## src/rtl/regfile_issue_arbiter.sv

```systemverilog
// Round-robin arbiter with starvation override for the regfile scoreboard issue port.
// Issue fields go to the scoreboard combinationally; operand responses come back on a shared bus.
module regfile_issue_arbiter #(
  parameter int NUM_REQ    = 3,
  parameter int ROB_DEPTH  = 4,
  parameter int MAX_WAIT   = 7,
  parameter int FLUSH_HOLD = 2
) (
  input  logic                           clk,
  input  logic                           rst,
  input  logic                           move_flush,
  input  logic                           rob_stall,
  input  logic [NUM_REQ-1:0]             req_valid,
  output logic [NUM_REQ-1:0]             req_ready,
  input  logic [NUM_REQ*7-1:0]           req_opcode,
  input  logic [NUM_REQ*5-1:0]           req_rd_s,
  input  logic [NUM_REQ*5-1:0]           req_rs1_s,
  input  logic [NUM_REQ*5-1:0]           req_rs2_s,
  input  logic [NUM_REQ*ROB_DEPTH-1:0]   req_rob,
  output logic                           issue_valid,
  output logic [6:0]                     issue_opcode,
  output logic [4:0]                     issue_rd_s,
  output logic [ROB_DEPTH-1:0]           issue_rob,
  output logic [4:0]                     issue_rs1_s,
  output logic [4:0]                     issue_rs2_s,
  input  logic [31:0]                    rf_rs1_v,
  input  logic [31:0]                    rf_rs2_v,
  input  logic                           rf_rs1_ready,
  input  logic                           rf_rs2_ready,
  input  logic [ROB_DEPTH-1:0]           rf_rs1_rob,
  input  logic [ROB_DEPTH-1:0]           rf_rs2_rob,
  output logic [NUM_REQ-1:0]             resp_valid,
  output logic [31:0]                    resp_rs1_v,
  output logic [31:0]                    resp_rs2_v,
  output logic                           resp_rs1_ready,
  output logic                           resp_rs2_ready,
  output logic [ROB_DEPTH-1:0]           resp_rs1_rob,
  output logic [ROB_DEPTH-1:0]           resp_rs2_rob
);

  localparam int PTR_W  = $clog2(NUM_REQ);
  localparam int WAIT_W = $clog2(MAX_WAIT + 1);
  localparam int HOLD_W = (FLUSH_HOLD > 0) ? $clog2(FLUSH_HOLD + 1) : 1;

  logic [PTR_W-1:0]  rr_ptr;
  logic [WAIT_W-1:0] wait_cnt [NUM_REQ];
  logic [HOLD_W-1:0] hold_cnt;

  logic               en;
  logic               found;
  logic [PTR_W-1:0]   grant_idx;
  logic [PTR_W-1:0]   scan_idx;
  logic [NUM_REQ-1:0] grant;

  // Flush cycle itself is blanked so a scoreboard write never races its clear.
  assign en = !rst && !move_flush && !rob_stall && (hold_cnt == '0);

  // NOTE: every variable gets a default before any conditional assignment,
  // otherwise the unassigned paths would infer latches.
  always_comb begin
    found     = 1'b0;
    grant_idx = '0;
    scan_idx  = '0;
    grant     = '0;
    if (en) begin
      for (int i = 0; i < NUM_REQ; i++) begin
        if (!found && req_valid[i] && (wait_cnt[i] == WAIT_W'(MAX_WAIT))) begin
          found     = 1'b1;
          grant_idx = PTR_W'(i);
        end
      end
      for (int k = 0; k < NUM_REQ; k++) begin
        scan_idx = PTR_W'((int'(rr_ptr) + k) % NUM_REQ);
        if (!found && req_valid[scan_idx]) begin
          found     = 1'b1;
          grant_idx = scan_idx;
        end
      end
    end
    for (int i = 0; i < NUM_REQ; i++) begin
      grant[i] = found && (grant_idx == PTR_W'(i));
    end
  end

  // Scoreboard issue port: fields of the granted slice, all zero when idle.
  always_comb begin
    issue_opcode = '0;
    issue_rd_s   = '0;
    issue_rs1_s  = '0;
    issue_rs2_s  = '0;
    issue_rob    = '0;
    for (int i = 0; i < NUM_REQ; i++) begin
      if (grant[i]) begin
        issue_opcode = req_opcode[7*i +: 7];
        issue_rd_s   = req_rd_s[5*i +: 5];
        issue_rs1_s  = req_rs1_s[5*i +: 5];
        issue_rs2_s  = req_rs2_s[5*i +: 5];
        issue_rob    = req_rob[ROB_DEPTH*i +: ROB_DEPTH];
      end
    end
  end

  assign issue_valid = |grant;
  assign req_ready   = grant;
  assign resp_valid  = grant;

  // Operand bus is shared; only the one-hot resp_valid tells a requester it is theirs.
  assign resp_rs1_v     = rst ? '0   : rf_rs1_v;
  assign resp_rs2_v     = rst ? '0   : rf_rs2_v;
  assign resp_rs1_ready = rst ? 1'b0 : rf_rs1_ready;
  assign resp_rs2_ready = rst ? 1'b0 : rf_rs2_ready;
  assign resp_rs1_rob   = rst ? '0   : rf_rs1_rob;
  assign resp_rs2_rob   = rst ? '0   : rf_rs2_rob;

  // NOTE: sequential state uses non-blocking assignments so every register
  // samples the pre-edge values regardless of process evaluation order.
  always_ff @(posedge clk) begin
    if (rst) begin
      rr_ptr   <= '0;
      hold_cnt <= '0;
      // NOTE: wait_cnt is a tiny architecturally visible counter array, so it
      // is reset explicitly, unlike a data memory that would be left unreset.
      for (int j = 0; j < NUM_REQ; j++) wait_cnt[j] <= '0;
    end else if (move_flush) begin
      rr_ptr   <= '0;
      hold_cnt <= HOLD_W'(FLUSH_HOLD);
      for (int j = 0; j < NUM_REQ; j++) wait_cnt[j] <= '0;
    end else begin
      if (hold_cnt != '0) hold_cnt <= hold_cnt - HOLD_W'(1);
      if (found) begin
        rr_ptr <= (grant_idx == PTR_W'(NUM_REQ - 1)) ? '0 : grant_idx + PTR_W'(1);
      end
      for (int j = 0; j < NUM_REQ; j++) begin
        if (!req_valid[j] || grant[j]) begin
          wait_cnt[j] <= '0;
        end else if (en && (wait_cnt[j] != WAIT_W'(MAX_WAIT))) begin
          wait_cnt[j] <= wait_cnt[j] + WAIT_W'(1);
        end
      end
    end
  end

endmodule

```

## config.mk

```make
export PLATFORM = sky130hd
export DESIGN_NAME = regfile_issue_arbiter
export DESIGN_NICKNAME = d
export VERILOG_FILES = /design/src/rtl/regfile_issue_arbiter.sv
export SDC_FILE = /design/constraint.sdc
export NUM_CORES = 1
export LEC_CHECK = 0
export BUFFER_PORTS_ARGS = -buffer_cell sky130_fd_sc_hd__buf_2
export CAP_MARGIN = 20
export CORE_AREA = 10 10 94 96
export DETAILED_ROUTE_END_ITERATION = 16
export DIE_AREA = 0 0 104 106
export GPL_ROUTABILITY_DRIVEN = 0
export PLACE_DENSITY = 0.74
export SLEW_MARGIN = 20
export SYNTH_ARGS = -nofsm -noshare
export SYNTH_HDL_FRONTEND = slang
export SYNTH_SLANG_ARGS = --single-unit
```

## constraint.sdc

```tcl
create_clock -name clk -period 6.8 [get_ports clk]
set_input_delay 0.34 -clock clk [delete_from_list [all_inputs] [get_ports clk]]
set_output_delay 0.34 -clock clk [all_outputs]
set_load 0.01 [all_outputs]
```

[Word-level counts from Yosys, hierarchy flattened]
Memory sizes are Yosys's and may differ from the RTL's.
Cells that the tools add are included.
Operators by class
  reductions and logical operators: 37
  add/subtract/negate cells: 7
  div/mod/pow operators: 3
  bitwise operators: 9
  mux-type cells: 89
  order comparisons: 3
  eq/ne operators: 8
Operators with widths (count)
  $mod 32x3->32 const B: 2
  $mux 32: 2
  $mux 1: 50
  $mux 5: 9
  $mod 3x3->32 const B: 1
  $mux 3: 9
  $mux 7: 3
  $mux 4: 5
  $logic_and 1x1->1: 17
  $mux 2: 8
  $logic_not 1->1: 11
  $add 3x1->3 const B: 3
  $eq 3x3->1 const B: 3
  $lt 2x3->1 const B: 3
  $ne 3x3->1 const B: 3
  $or 1x1->1: 9
  $bmux 1 s2: 3
  $logic_not 2->1: 2
  $reduce_bool 2->1: 2
  $add 2x1->3 const B: 1
  $add 2x2->3 const B: 1
  $logic_or 1x1->1: 3
  $reduce_or 3->1: 1
  $add 2x1->2 const B: 1
  other kinds (4): 4
Word-level totals
  output and inout port bits: 107
  bits in registers: 4
  memories kept: 1
  bits in writable memories: 9
  bits of input ports: 159
Memories
  wait_cnt: depth 3, bits a word 3, read ports 3, clocked after Yosys merged registers in 0, wr ports 3, line 46  | logic [WAIT_W-1:0] wait_cnt [NUM_REQ];

[Depth between registers and ports, before layout]
Gate-level depths: netlist of the first run.
  depth in word-level cells: 36
  mapped depth: 11
  mapped depth without buffers: 8

[Least setup slack after synthesis of the first run]
Ideal clock, no wire load.
  path type: register to output
  start point: memory wait_cnt[2][0] (netlist name)
  end point: output port issue_opcode[1]
  required time: 6.460 ns
  cell stages (with the launch flop): 10
  arrival time: 2.319 ns
  buffers on the path: 1
  path slack: 4.141 ns
  path through: edfxtp_1 ha_1 ha_1 a222oi_1 o21ai_1 nand3b_1 mux2i_1 nor3_2 buf_2 a21o_1
RTL lines
  start, declared: line 46
  end, declared: line 21  | output logic [6:0] issue_opcode,

==> impl_metrics.csv, run 1 <==
group,metric,value,unit
run_status,status,"completed",
global_route,grt_pass1_wl,17800,microns
setup_path,reg2reg_from,"wait_cnt[2][0]$_SDFFCE_PN0P_",
yosys,synth_xor_area_frac,0,
yosys,muxShareOfSynthArea,0.0155,
timing,fin_skew,0.00126,ns
setup_path,startpoint_type,"register",
clocking,clk_path_buf_depth,2,
cells_and_area,drive_gt1_frac,0.564,
routing,drtPass1Iterations,4,
worst_hold_path,holdPathEnd,"hold_cnt[1]$_SDFFE_PP0P_",
setup_path,cp_slowest_cell,"nor3_4",
timing,finalHoldViolCount,0,
routing,num_vias,2819,
yosys,synth-seq-cells,13,
floorplanning,num_rows,31,
clocking,cts_tree,"done",
global_route,grt_max_degree,78,
pwr,power.switching,104,uW
timing,rsz0062_at_grt,"no",
place,hpwl,10300,microns
timing,fin_crit_sh,0.518,
floorplanning,die_w,104,microns
timing,maxSlewHeadroom,0.464,
yosys,yosysUniqueCellTypes,43,
pwr,leakagePower,0.00207,uW
yosys,synth_top_family_by_area,"simple AND/OR/NAND/NOR gates",
pwr,p_clk_frac,0.222,
pwr,p_int,206,uW
cells_and_area,layout_common_cells,"buf_2, nor2b_1, a22o_1, a21o_1, and2_1",
floorplanning,die-area,11000,sq um
yosys,yosys.area_share.simple,0.376,
place,io_buffers,265,
timing,tightest_slew,0.797,ns
yosys,synth_warnings,0,
global_route,first_global_vias,3038,
routing,drc,0,
cells_and_area,final_nets,659,
cells_and_area,syn_to_final_growth,73.2,%
setup_path,worstRegToRegCells,8,
floorplanning,boundaryPins,266,
clocking,hold_buffers,0,
setup_path,reg2reg_slack,3.83,ns
timing,setup_viol,0,
pwr,power.total,310,uW
routing,routedWlPerCell,20.1,microns
clocking,cts_setup_buffers,0,
floorplanning,core-area,7060,sq um
setup_path,cpPeakStageDelay,0.50,ns
yosys,avgSynthCellArea,7.96,sq um
timing,hold-worst-slack,0.350,ns
yosys,synth_fa_ha_area_frac,0.0518,
pwr,p_sw_frac,0.336,
pwr,p_seq_frac,0.289,
routing,ant_nets,0,
clocking,cts_sinks,13,
yosys,synth_compound_area_frac,0.289,
yosys,synth_seq_area_share,0.181,
setup_path,cp-startpoint,"wait_cnt[2][0]$_SDFFCE_PN0P_",
timing,drv_slew,0,
setup_path,worstPathRequired,6.46,ns
global_route,track_usage,0.201,
setup_path,critPathArrivalTime,3.18,ns
clocking,cts-root-buf,"clkbuf_8",
floorplanning,start_util,0.274,
flow_run,cap_violations,0,
worst_hold_path,worstHoldPathCells,3,
setup_path,cp-end-kind,"output port",
timing,fmax,0.284,GHz
clocking,path_clk_slew,0.05,ns
clocking,h-tree-depth,1,
pwr,combPwrFrac,0.489,
clocking,clkLatencyLatePin,0.24,ns
yosys,syn_area,1930,sq um
timing,period_needed,3.52,ns
pwr,p_per_area,92.7,nW/um^2
clocking,numCtsBuffers,3,
pwr,ir_drop,67.1,uV
global_route,grt-ovfl-total,0,
routing,viasPerCell,4.77,
yosys,synth_flop_cell,"edfxtp_1",
setup_path,path_cells,"ha_1 -> ha_1 -> a222oi_1 -> o21ai_1 -> nand3b_1 -> mux2i_1 -> nor3_4 -> buf_8 -> a221o_1 -> buf_2",
setup_path,r2r_end,"wait_cnt[0][2]$_SDFFCE_PN0P_",
yosys,synthCells,243,
timing,fin_tns_setup,0,ns
worst_hold_path,hp-class,"primary input to register",
global_route,antenna_found_initial,1,
yosys,async_flop_share,0,
cells_and_area,final_common_cell,"buf_2",
routing,routed_wl,11900,microns
yosys,syn_nets,410,
routing,drt_iter0_drc,147,
setup_path,worst-setup-path-type,"register to output port",
setup_path,cpMostUsedCell,"ha_1",
worst_hold_path,min-delay-start,"move_flush",
yosys,synth_edf_count,9,
cells_and_area,fillers,758,
clocking,cts_resized,0,
floorplanning,die_h,106,microns
setup_path,worstPathMaxFanout,22,
==> cell type report <==
cell class	count	area [sq um]	share of cell area
Clock buffer	4	45.0	0.0135
Sequential cell	13	350	0.105
Tap cell	99	124	0.0370
Multi-Input combinational cell	200	1440	0.429
Timing Repair Buffer	269	1370	0.410
Antenna cell	1	2.50	0.000747
Inverter	5	18.8	0.00561
==> metrics by stage <==
stage	std cells	utilization	area (sq um)	setup WS, ns
after floorplan	243	-	1930	4.14
after global placement	583	0.462	3260	3.19
after detailed placement	584	0.464	3270	3.12
after CTS	588	0.470	3320	2.86
after global routing	591	0.474	3350	3.04
final	591	0.474	3350	3.28
==> state kept, by name, summed over array words and instances (netlist names) <==
signal / flops
hold_cnt: 2
rr_ptr: 2
wait_cnt: 9
==> power by group through the flow <==
stage | clock network (uW) | registers [uW] | logic, uW
CTS | 69.2 | 89.7 | 152
detailed placement | 0 | 91.3 | 151
floorplan | 0 | 90.7 | 68.8
global route | 74.7 | 90.0 | 168
global placement | 0 | 91.0 | 149
finish | 68.8 | 89.6 | 152
==> how the worst max path moves through the flow <==
stage | end | slack [ns] | cells after the start
floorplan | issue_opcode[1] | 4.14 | 9
global placement | issue_rd_s[0] | 3.19 | 9
detailed placement | issue_rd_s[0] | 3.12 | 8
CTS | issue_rob[3] | 2.86 | 9
global route | issue_rs1_s[2] | 3.04 | 10
finish | issue_rob[3] | 3.28 | 10
==> worst max-delay path, delay by kind of cell, from the launching register on <==
kind / cells / cell delay (ns)
flip-flops: 1 / 0.40
adder cells (fa/ha/maj): 2 / 0.48
buffers and inverters: 2 / 0.38
multiplexers: 1 / 0.21
AO/OA/AOI/OAI: 3 / 0.69
AND/OR/NAND/NOR: 2 / 0.78
==> synth_stat cells (2+ instances only) <==
library cell / n / area share
inv_1: 4 / 0.0078
nand3_1: 3 / 0.0078
o2111ai_1: 2 / 0.0091
edfxtp_1: 9 / 0.14
ha_1: 8 / 0.052
buf_2: 8 / 0.021
nand2_1: 3 / 0.0058
buf_4: 5 / 0.019
a21oi_1: 2 / 0.0052
mux2i_1: 3 / 0.016
a221o_1: 4 / 0.021
clkbuf_1: 9 / 0.017
buf_6: 2 / 0.012
a22o_1: 23 / 0.10
nor2_1: 8 / 0.016
a21o_1: 22 / 0.085
nand3b_1: 3 / 0.012
dfxtp_1: 4 / 0.041
and2_1: 10 / 0.032
nor2b_1: 78 / 0.25
nor4b_1: 3 / 0.014
o21ai_1: 3 / 0.0078
o21bai_1: 2 / 0.0078
nor3_1: 2 / 0.0052
o21ai_0: 5 / 0.013
==> routing by layer <==
metal	vias up	wire, microns	global-route usage
li1	1360	-	-
met1	1281	4040	0.202
met2	166	6440	0.380
met3	12	1330	0.0936
met4	0	90	0.0268
met5	-	0	0
==> cell families (layout without fill, tap and decap cells) <==
logic type,Yosys count,count (layout)
simple gates,118,118
mux,3,3
compound gates,71,71
buf+inv,30,278
flops,13,13
other cells,0,1
fa+ha+maj,8,8
Power figures use the tool's default switching activity.
==> inputs of run 2 (changes only) <==
Clock period 6.8 ns to 3.3 ns, I/O delays scaled along.
==> run 2 against run 1 <==
Hold slack got worse by 0.18 ns. Global-route usage fell by 0.071 points. Routed wire length rose by 2.2%.
==> impl_metrics.csv, run 2 (synthesized netlist as in run 1, its figures left out) <==
group,metric,value,unit
cells_and_area,fillers,731,
pwr,p_int,428,uW
routing,drc,0,
worst_hold_path,worstHoldPathCells,3,
pwr,p_seq_frac,0.286,
setup_path,startpoint_type,"register",
floorplanning,die_h,106,microns
setup_path,reg2reg_slack,0.42,ns
cells_and_area,layout_common_cells,"buf_2, nor2b_1, a22o_1, a21o_1, and2_1",
global_route,first_global_vias,3085,
worst_hold_path,min-delay-start,"move_flush",
setup_path,cp-end-kind,"output port",
timing,fin_crit_sh,0.944,
timing,period_needed,3.11,ns
setup_path,worstRegToRegCells,9,
setup_path,reg2reg_from,"wait_cnt[2][0]$_SDFFCE_PN0P_",
floorplanning,start_util,0.274,
cells_and_area,final_common_cell,"buf_2",
cells_and_area,largest_register,"wait_cnt",
place,place_ws,0.223,ns
clocking,cts_tree,"done",
floorplanning,num_rows,31,
timing,maxSlewHeadroom,0.413,
clocking,h-tree-depth,1,
pwr,p_sw_frac,0.336,
routing,routed_wl,12200,microns
cells_and_area,syn_to_final_growth,75.2,%
timing,drv_slew,0,
global_route,track_usage,0.200,
cells_and_area,drive_gt1_frac,0.573,
pwr,ir_drop,75.1,uV
clocking,cts_sinks,13,
global_route,grt_max_degree,77,
global_route,antenna_found_initial,3,
pwr,power.switching,217,uW
timing,tightest_slew,0.873,ns
timing,finalHoldViolCount,0,
cells_and_area,largest_reg_flops,9,
clocking,path_clk_slew,0.06,ns
setup_path,worst-setup-path-type,"register to output port",
routing,drt_iter0_drc,149,
floorplanning,die_w,104,microns
floorplanning,core-area,7060,sq um
setup_path,worstPathRequired,3.13,ns
routing,num_vias,2839,
setup_path,worstPathMaxFanout,9,
worst_hold_path,hp-class,"primary input to register",
pwr,p_clk_frac,0.220,
run_status,status,"completed",
place,hpwl,10500,microns
timing,setup_viol,0,
cells_and_area,reg_top3,"wait_cnt: 9 flops, hold_cnt: 2 flops, rr_ptr: 2 flops",
floorplanning,die-area,11000,sq um
setup_path,r2r_end,"wait_cnt[0][0]$_SDFFCE_PN0P_",
pwr,leakagePower,0.00209,uW
pwr,combPwrFrac,0.494,
routing,ant_nets,0,
clocking,numCtsBuffers,3,
clocking,hold_buffers,0,
global_route,grt_pass1_wl,17700,microns
flow_run,cap_violations,0,
timing,fmax,0.321,GHz
floorplanning,boundaryPins,266,
timing,fin_tns_setup,0,ns
clocking,cts-root-buf,"clkbuf_8",
place,io_buffers,265,
global_route,grt-ovfl-total,0,
timing,fin_ws,0.186,ns
clocking,clk_path_buf_depth,2,
setup_path,critPathArrivalTime,2.95,ns
timing,fin_skew,0.000790,ns
routing,drtPass1Iterations,5,
clocking,clkLatencyLatePin,0.24,ns
timing,rsz0062_at_grt,"no",
routing,routedWlPerCell,20.3,microns
routing,viasPerCell,4.75,
pwr,p_per_area,190,nW/um^2
cells_and_area,final_nets,664,
worst_hold_path,holdPathEnd,"hold_cnt[1]$_SDFFE_PP0P_",
## run 2: critical path, cell delays in order (launching register included)
cell and delay, ns:
edfxtp_1 0.39, ha_1 0.22, ha_1 0.26, a222oi_1 0.38, o21ai_1 0.16, nand3b_1 0.28
mux2i_2 0.27, nor3_4 0.06, buf_4 0.18, a221o_1 0.35, buf_2 0.15
## run 2: area by class of cell
cell class	count	area, sq um	share of cell area
multi-input combinational	200	1440	0.426
timing repair buffer	274	1400	0.413
sequential	13	350	0.103
tap	99	124	0.0366
clock buffer	4	45.0	0.0133
inverter	5	18.8	0.00554
antenna	3	7.51	0.00222
## run 2: how the worst max path moves through the flow
stage / from / end / slack [ns] / cells after the start
6_report: wait_cnt[2][0]$_SDFFCE_PN0P_ / issue_opcode[5] / 0.19 / 10
5_1_grt: wait_cnt[2][0]$_SDFFCE_PN0P_ / issue_rs1_s[2] / 0.007 / 10
4_1_cts: rr_ptr[0]$_SDFFE_PP0P_ / issue_opcode[6] / 0.07 / 9
3_5_place_dp: wait_cnt[2][0]$_SDFFCE_PN0P_ / issue_rd_s[0] / 0.22 / 10
3_3_place_gp: wait_cnt[1][0]$_SDFFCE_PN0P_ / issue_rob[0] / 0.33 / 10
2_1_floorplan: wait_cnt[2][0]$_SDFFCE_PN0P_ / issue_opcode[1] / 0.82 / 9
## run 2: repair_timing
| item | 4_1_cts | 5_1_grt |
|---|---|---|
| buffers inserted | 3 | 1 |
| pin swaps | 1 | 0 |
| resized for setup | 0 | 2 |
| setup endpoints to repair | 16 | 6 |
| hold endpoints to repair | 0 | 0 |
## run 2: metrics by stage
| step | std cells | hold slack [ns] | utilization | power [uW] | cell area, sq um |
|---|---|---|---|---|---|
| after detailed placement | 586 | 0.422 | 0.465 | 501 | 3290 |
| after floorplan | 243 | 0.282 | - | 329 | 1930 |
| after CTS | 593 | 0.168 | 0.475 | 649 | 3350 |
| after global placement | 586 | 0.407 | 0.465 | 496 | 3290 |
| final | 598 | 0.170 | 0.480 | 645 | 3390 |
| after global routing | 598 | 0.182 | 0.480 | 694 | 3390 |
## run 2: power groups by stage
stage	Combinational (uW)	Sequential, uW	Clock (uW)
after global placement	308	187	0
after detailed placement	313	188	0
final	319	184	142
after CTS	317	185	147
after floorplan	142	187	0
after global routing	350	185	158
## run 2: metal layers
metal  wire (microns)  global-route usage  share of wire
met5                0                   0              0
met4               75              0.0467         0.0062
met3             1360               0.101           0.11
met2             6620               0.373           0.54
met1             4110               0.194           0.34
